**config.mk**
```make
export PLATFORM = sky130hd
export DESIGN_NAME = matrix_mult_engine
export DESIGN_NICKNAME = d
export VERILOG_FILES = /design/src/rtl/matrix_mult_engine.sv
export SDC_FILE = /design/constraint.sdc
export NUM_CORES = 2
export LEC_CHECK = 0
export ABC_CLOCK_PERIOD_IN_PS = 29100
export CORE_UTILIZATION = 45
export CTS_CLUSTER_SIZE = 20
export DETAILED_ROUTE_END_ITERATION = 8
export PLACE_DENSITY = 0.57
export SYNTH_ARGS = -nofsm -noshare
export SYNTH_HDL_FRONTEND = slang
export SYNTH_SLANG_ARGS = --single-unit
export TNS_END_PERCENT = 20
```
**constraint.sdc**
```tcl
create_clock -name clk -period 29.1 [get_ports clk]
set_input_delay 5.82 -clock clk [delete_from_list [all_inputs] [get_ports clk]]
set_output_delay 5.82 -clock clk [all_outputs]
set_load 0.005 [all_outputs]
```
**src/rtl/matrix_mult_engine.sv**
```systemverilog
// Streaming matrix multiplier: buffers A then B from one input stream, then
// computes C = A x B with a single MAC and streams C out row-major.
module matrix_mult_engine #(
    parameter int ROWS_A            = 8,
    parameter int COLS_A            = 8,
    parameter int COLS_B            = 8,
    parameter int INPUT_DATA_WIDTH  = 8,
    parameter int OUTPUT_DATA_WIDTH = 32
) (
    input  logic                         clk,
    input  logic                         rst_n,
    input  logic                         signed_mode,
    input  logic [INPUT_DATA_WIDTH-1:0]  in_data,
    input  logic                         in_valid,
    output logic                         in_ready,
    output logic [OUTPUT_DATA_WIDTH-1:0] out_data,
    output logic                         out_valid,
    input  logic                         out_ready,
    output logic                         out_last,
    output logic                         busy,
    output logic                         done
);
    localparam int W   = INPUT_DATA_WIDTH;
    localparam int OW  = OUTPUT_DATA_WIDTH;
    localparam int PW  = 2*W + 2;
    localparam int NA  = ROWS_A*COLS_A;
    localparam int NB  = COLS_A*COLS_B;
    localparam int AAW = (NA > 1) ? $clog2(NA) : 1;
    localparam int BAW = (NB > 1) ? $clog2(NB) : 1;
    localparam int LW  = (AAW > BAW) ? AAW : BAW;
    localparam int IW  = (ROWS_A > 1) ? $clog2(ROWS_A) : 1;
    localparam int KW  = (COLS_A > 1) ? $clog2(COLS_A) : 1;
    localparam int JW  = (COLS_B > 1) ? $clog2(COLS_B) : 1;

    typedef enum logic [2:0] {IDLE, LOAD_A, LOAD_B, COMPUTE, OUTPUT} state_t;

    state_t          state, state_nxt;
    logic [W-1:0]    a_mem [NA];
    logic [W-1:0]    b_mem [NB];
    logic [LW-1:0]   ld_cnt;
    logic [IW-1:0]   i_cnt;
    logic [KW-1:0]   k_cnt;
    logic [JW-1:0]   j_cnt;
    logic            sm_q;
    logic [OW-1:0]   acc, sum;
    logic [W-1:0]    a_op, b_op;
    logic signed [W:0]    a_x, b_x;
    logic signed [PW-1:0] prod;
    logic            in_hs, out_hs, a_last, b_last, i_last, j_last, k_last;

    assign in_hs  = in_valid & in_ready;
    assign out_hs = out_valid & out_ready;
    assign busy   = (state != IDLE);
    assign a_last = (ld_cnt == LW'(NA-1));
    assign b_last = (ld_cnt == LW'(NB-1));
    assign i_last = (i_cnt == IW'(ROWS_A-1));
    assign j_last = (j_cnt == JW'(COLS_B-1));
    assign k_last = (k_cnt == KW'(COLS_A-1));

    // One extra bit per operand lets a single signed multiplier serve both
    // modes: the top bit is the sign in signed mode and zero otherwise.
    always_comb begin
        a_op = a_mem[AAW'(32'(i_cnt) * COLS_A + 32'(k_cnt))];
        b_op = b_mem[BAW'(32'(k_cnt) * COLS_B + 32'(j_cnt))];
        a_x  = {sm_q & a_op[W-1], a_op};
        b_x  = {sm_q & b_op[W-1], b_op};
        prod = PW'(a_x) * PW'(b_x);
        sum  = ((k_cnt == '0) ? '0 : acc) + OW'(prod);
    end

    always_ff @(posedge clk or negedge rst_n) begin
        if (!rst_n) state <= IDLE;
        else        state <= state_nxt;
    end

    always_comb begin
        state_nxt = state;
        unique case (state)
            IDLE:    if (in_hs) state_nxt = (NA == 1) ? LOAD_B : LOAD_A;
            LOAD_A:  if (in_hs && a_last) state_nxt = LOAD_B;
            LOAD_B:  if (in_hs && b_last) state_nxt = COMPUTE;
            COMPUTE: if (k_last) state_nxt = OUTPUT;
            OUTPUT:  if (out_hs) state_nxt = (i_last && j_last) ? IDLE : COMPUTE;
            default: state_nxt = IDLE;
        endcase
    end

    // Operand buffers carry no reset; stale contents are overwritten per job.
    always_ff @(posedge clk) begin
        if (in_hs && state != LOAD_B) a_mem[AAW'(ld_cnt)] <= in_data;
        if (in_hs && state == LOAD_B) b_mem[BAW'(ld_cnt)] <= in_data;
    end

    always_ff @(posedge clk or negedge rst_n) begin
        if (!rst_n) begin
            ld_cnt    <= '0;
            i_cnt     <= '0;
            j_cnt     <= '0;
            k_cnt     <= '0;
            acc       <= '0;
            sm_q      <= 1'b0;
            in_ready  <= 1'b0;
            out_valid <= 1'b0;
            out_data  <= '0;
            out_last  <= 1'b0;
            done      <= 1'b0;
        end else begin
            in_ready <= (state_nxt == IDLE) || (state_nxt == LOAD_A) || (state_nxt == LOAD_B);
            done     <= 1'b0;
            unique case (state)
                IDLE: if (in_hs) begin
                    sm_q   <= signed_mode;
                    ld_cnt <= (NA == 1) ? '0 : LW'(1);
                end
                LOAD_A: if (in_hs) ld_cnt <= a_last ? '0 : ld_cnt + LW'(1);
                LOAD_B: if (in_hs) ld_cnt <= b_last ? '0 : ld_cnt + LW'(1);
                COMPUTE: begin
                    acc <= sum;
                    if (k_last) begin
                        k_cnt     <= '0;
                        out_data  <= sum;
                        out_valid <= 1'b1;
                        out_last  <= i_last && j_last;
                    end else begin
                        k_cnt <= k_cnt + KW'(1);
                    end
                end
                OUTPUT: if (out_hs) begin
                    out_valid <= 1'b0;
                    out_last  <= 1'b0;
                    if (j_last) begin
                        j_cnt <= '0;
                        i_cnt <= i_last ? '0 : i_cnt + IW'(1);
                        done  <= i_last;
                    end else begin
                        j_cnt <= j_cnt + JW'(1);
                    end
                end
                default: ;
            endcase
        end
    end
endmodule

```
==> run summary <==
Fin Setup TNS = 0 ns
Async SR Flop Fraction = 0.0783
pin slew with the least headroom to its limit = 1.13 ns
initial DRC count = 1994
count leader, synth = edfxtp_1
critical-path cell with the highest stage delay = buf_4
critical path arrival = 13.12 ns
Mean Syn Cell Area = 18.6 um^2
Setup Crit Path Kind = reg2reg
Synth Flop Type = edfxtp_1
Routed Antenna Nets = 0
warnings from Yosys = 0
Tot GR Track Use = 0.208
Final Slew Violations = 0
Std-Cell Rows = 119
Buffers on Ports = 49
HP Class = reg2reg
Clock Sinks = 1111
largest net degree at the start of global routing = 99
post-DP HPWL = 69.5 mm
core area = 0.105 mm^2
H-tree levels = 3
io pins = 50
status = complete, but fails checks
DR pass1 iterations = 8
fmax = 0.0795 GHz
die footprint = 0.108 mm^2
Vias/cell = 5.80
relative slew slack = 0.246
max_cap viols = 0
crit-path max FO = 42
initial core utilization = 0.455
PostCTS Resize Cnt = 0
most frequent cell on the critical path = fa_1
final setup violation count = 0
Clock Latency Late Sink = 0.70 ns
Synth top cells by count = edfxtp_1 (1024), mux4_2 (336), nor2_1 (183)
synthesized cell area = 0.0479 mm^2
layout cells sized above 1 = 0.210
Clock transition at path regs = 0.06 ns
failing checks = DRC
GP Congestion = 0.838
first-pass GRT wire length = 165 mm
DRT Wirelength = 110 mm
CTS tree = done
clk root buf = clkbuf_16
design area = 0.0536 mm^2
total grt overflow = 0
CP Capture Type = register
distinct cell type count after synthesis = 77
Synthesized Nets = 2736
die height = 328 um
Syn Inst Count = 2581
flops & latches, synth = 1111
WL per Instance = 26.7 um
RR Startpoint = k_cnt[0]
n_diodes = 0
antenna violations before repair = 2
Synth area leader = edfxtp_1
RSZ-0062 raised after global routing = no
Crit Reg-Reg Endpoint = out_data[28]
Worst Reg-to-Reg Cells = 33
post-CTS setup buffers = 0
Area Overhead vs Synth = 11.8%
minimum clock period after layout = 12.58 ns
Post-synth EDFFs = 1024
Critical Path Max Stage Delay = 0.76 ns
Worst setup SP type = register
total CTS buffers = 115
worst reg2reg setup slack = 16.52 ns
Worst Setup EP = out_data[28]
# DRC = 18
post-synthesis sequential area ratio = 0.687
Area after DPL = 0.0498 mm^2
Synth top area share = 0.641
hold_buf cts = 0
nets = 2803
Synth area leaders = edfxtp_1 (64%), mux4_2 (16%), dfrtp_1 (4.5%)
vias in the first global route = 24700
Setup Skew = 0.0167 ns
overall via count from detail_route = 23900
final period utilization = 0.432
Max Root-Sink Buffers = 3
CP required = 29.64 ns
die width = 328 um
worst setup path start = k_cnt[0]
Final Hold Fails = 0
==> logic make-up after synthesis <==
| kind of cell | share of synthesized area |
|---|---|
| adders and majority gates | 0.0490 |
| buffers and inverters | 0.0185 |
| AOI/OAI and AO/OA | 0.0298 |
| xor gates and xnor gates | 0.00942 |
| muxes | 0.159 |
| and+or+nand+nor | 0.0470 |
| DFF | 0.687 |
==> worst min-delay path by stage <==
stage | to | start | depth (start not counted) | slack, ns
after floorplan | acc[0] | acc[0] | 2 | 0.44
after global placement | acc[0] | acc[0] | 2 | 0.45
after detailed placement | acc[0] | acc[0] | 2 | 0.45
after CTS | acc[0] | acc[0] | 2 | 0.47
after global routing | acc[8] | acc[8] | 2 | 0.50
final | acc[0] | acc[0] | 2 | 0.47
==> per-layer routing <==
layer,vias to the layer above,share of wire,GRT usage
li1,10400,-,-
met1,12700,0.44,0.301
met2,715,0.49,0.335
met3,127,0.053,0.0276
met4,0,0.019,0.0526
met5,-,0,0
==> sequential cells by signal, summed over array words and instances, names as in the netlist <==
signal / flops
j_cnt: 3
a_mem: 512
acc: 32
i_cnt: 3
out_valid: 1
out_data: 32
out_last: 1
in_ready: 1
b_mem: 512
sm_q: 1
ld_cnt: 6
state: 3
done: 1
k_cnt: 3
==> critical path, delay by kind of cell, from the launching register on <==
family	cells	cell delay (ns)
adders and majority gates	7	3.13
DFF	1	0.70
buffers and inverters	7	2.64
AOI/OAI and AO/OA	9	2.12
muxes	3	1.75
and+or+nand+nor	7	1.97
==> cell usage in the layout, fill, tap and decap left out, types with 15 or more instances in the layout <==
master / count
clkdlybuf4s50_1: 40
inv_1: 87
nor2_1: 183
clkinv_2: 21
ha_1: 70
clkbuf_1: 21
a21o_1: 21
buf_4: 35
nand2_1: 153
dfrtp_1: 82
nand3_1: 28
clkbuf_16: 118
clkinv_1: 24
o21ai_0: 79
a21oi_1: 52
mux4_2: 336
xnor2_1: 24
xor2_1: 15
edfxtp_1: 1024
and2_1: 68
fa_1: 72
==> metrics by stage <==
step	hold slack (ns)	worst slack, ns	cells	utilization
after CTS	0.471	16.32	4131	0.509
after global routing	0.500	15.67	4131	0.509
final	0.466	16.52	4131	0.509
after detailed placement	0.455	16.33	3922	0.473
after floorplan	0.437	19.39	2581	-
after global placement	0.452	16.59	3922	0.473
==> area by class of cell <==
type	instances	area, um^2
clock inverter	69	724
clock buffer	140	3050
tap	1391	1740
timing repair buffer	76	683
inverter	89	334
multi-input combinational	1255	14100
fill	8438	51800
sequential	1111	32900
Power is not shown: default switching activity piles up to over one toggle a cycle in this logic, so the estimate is an artifact.
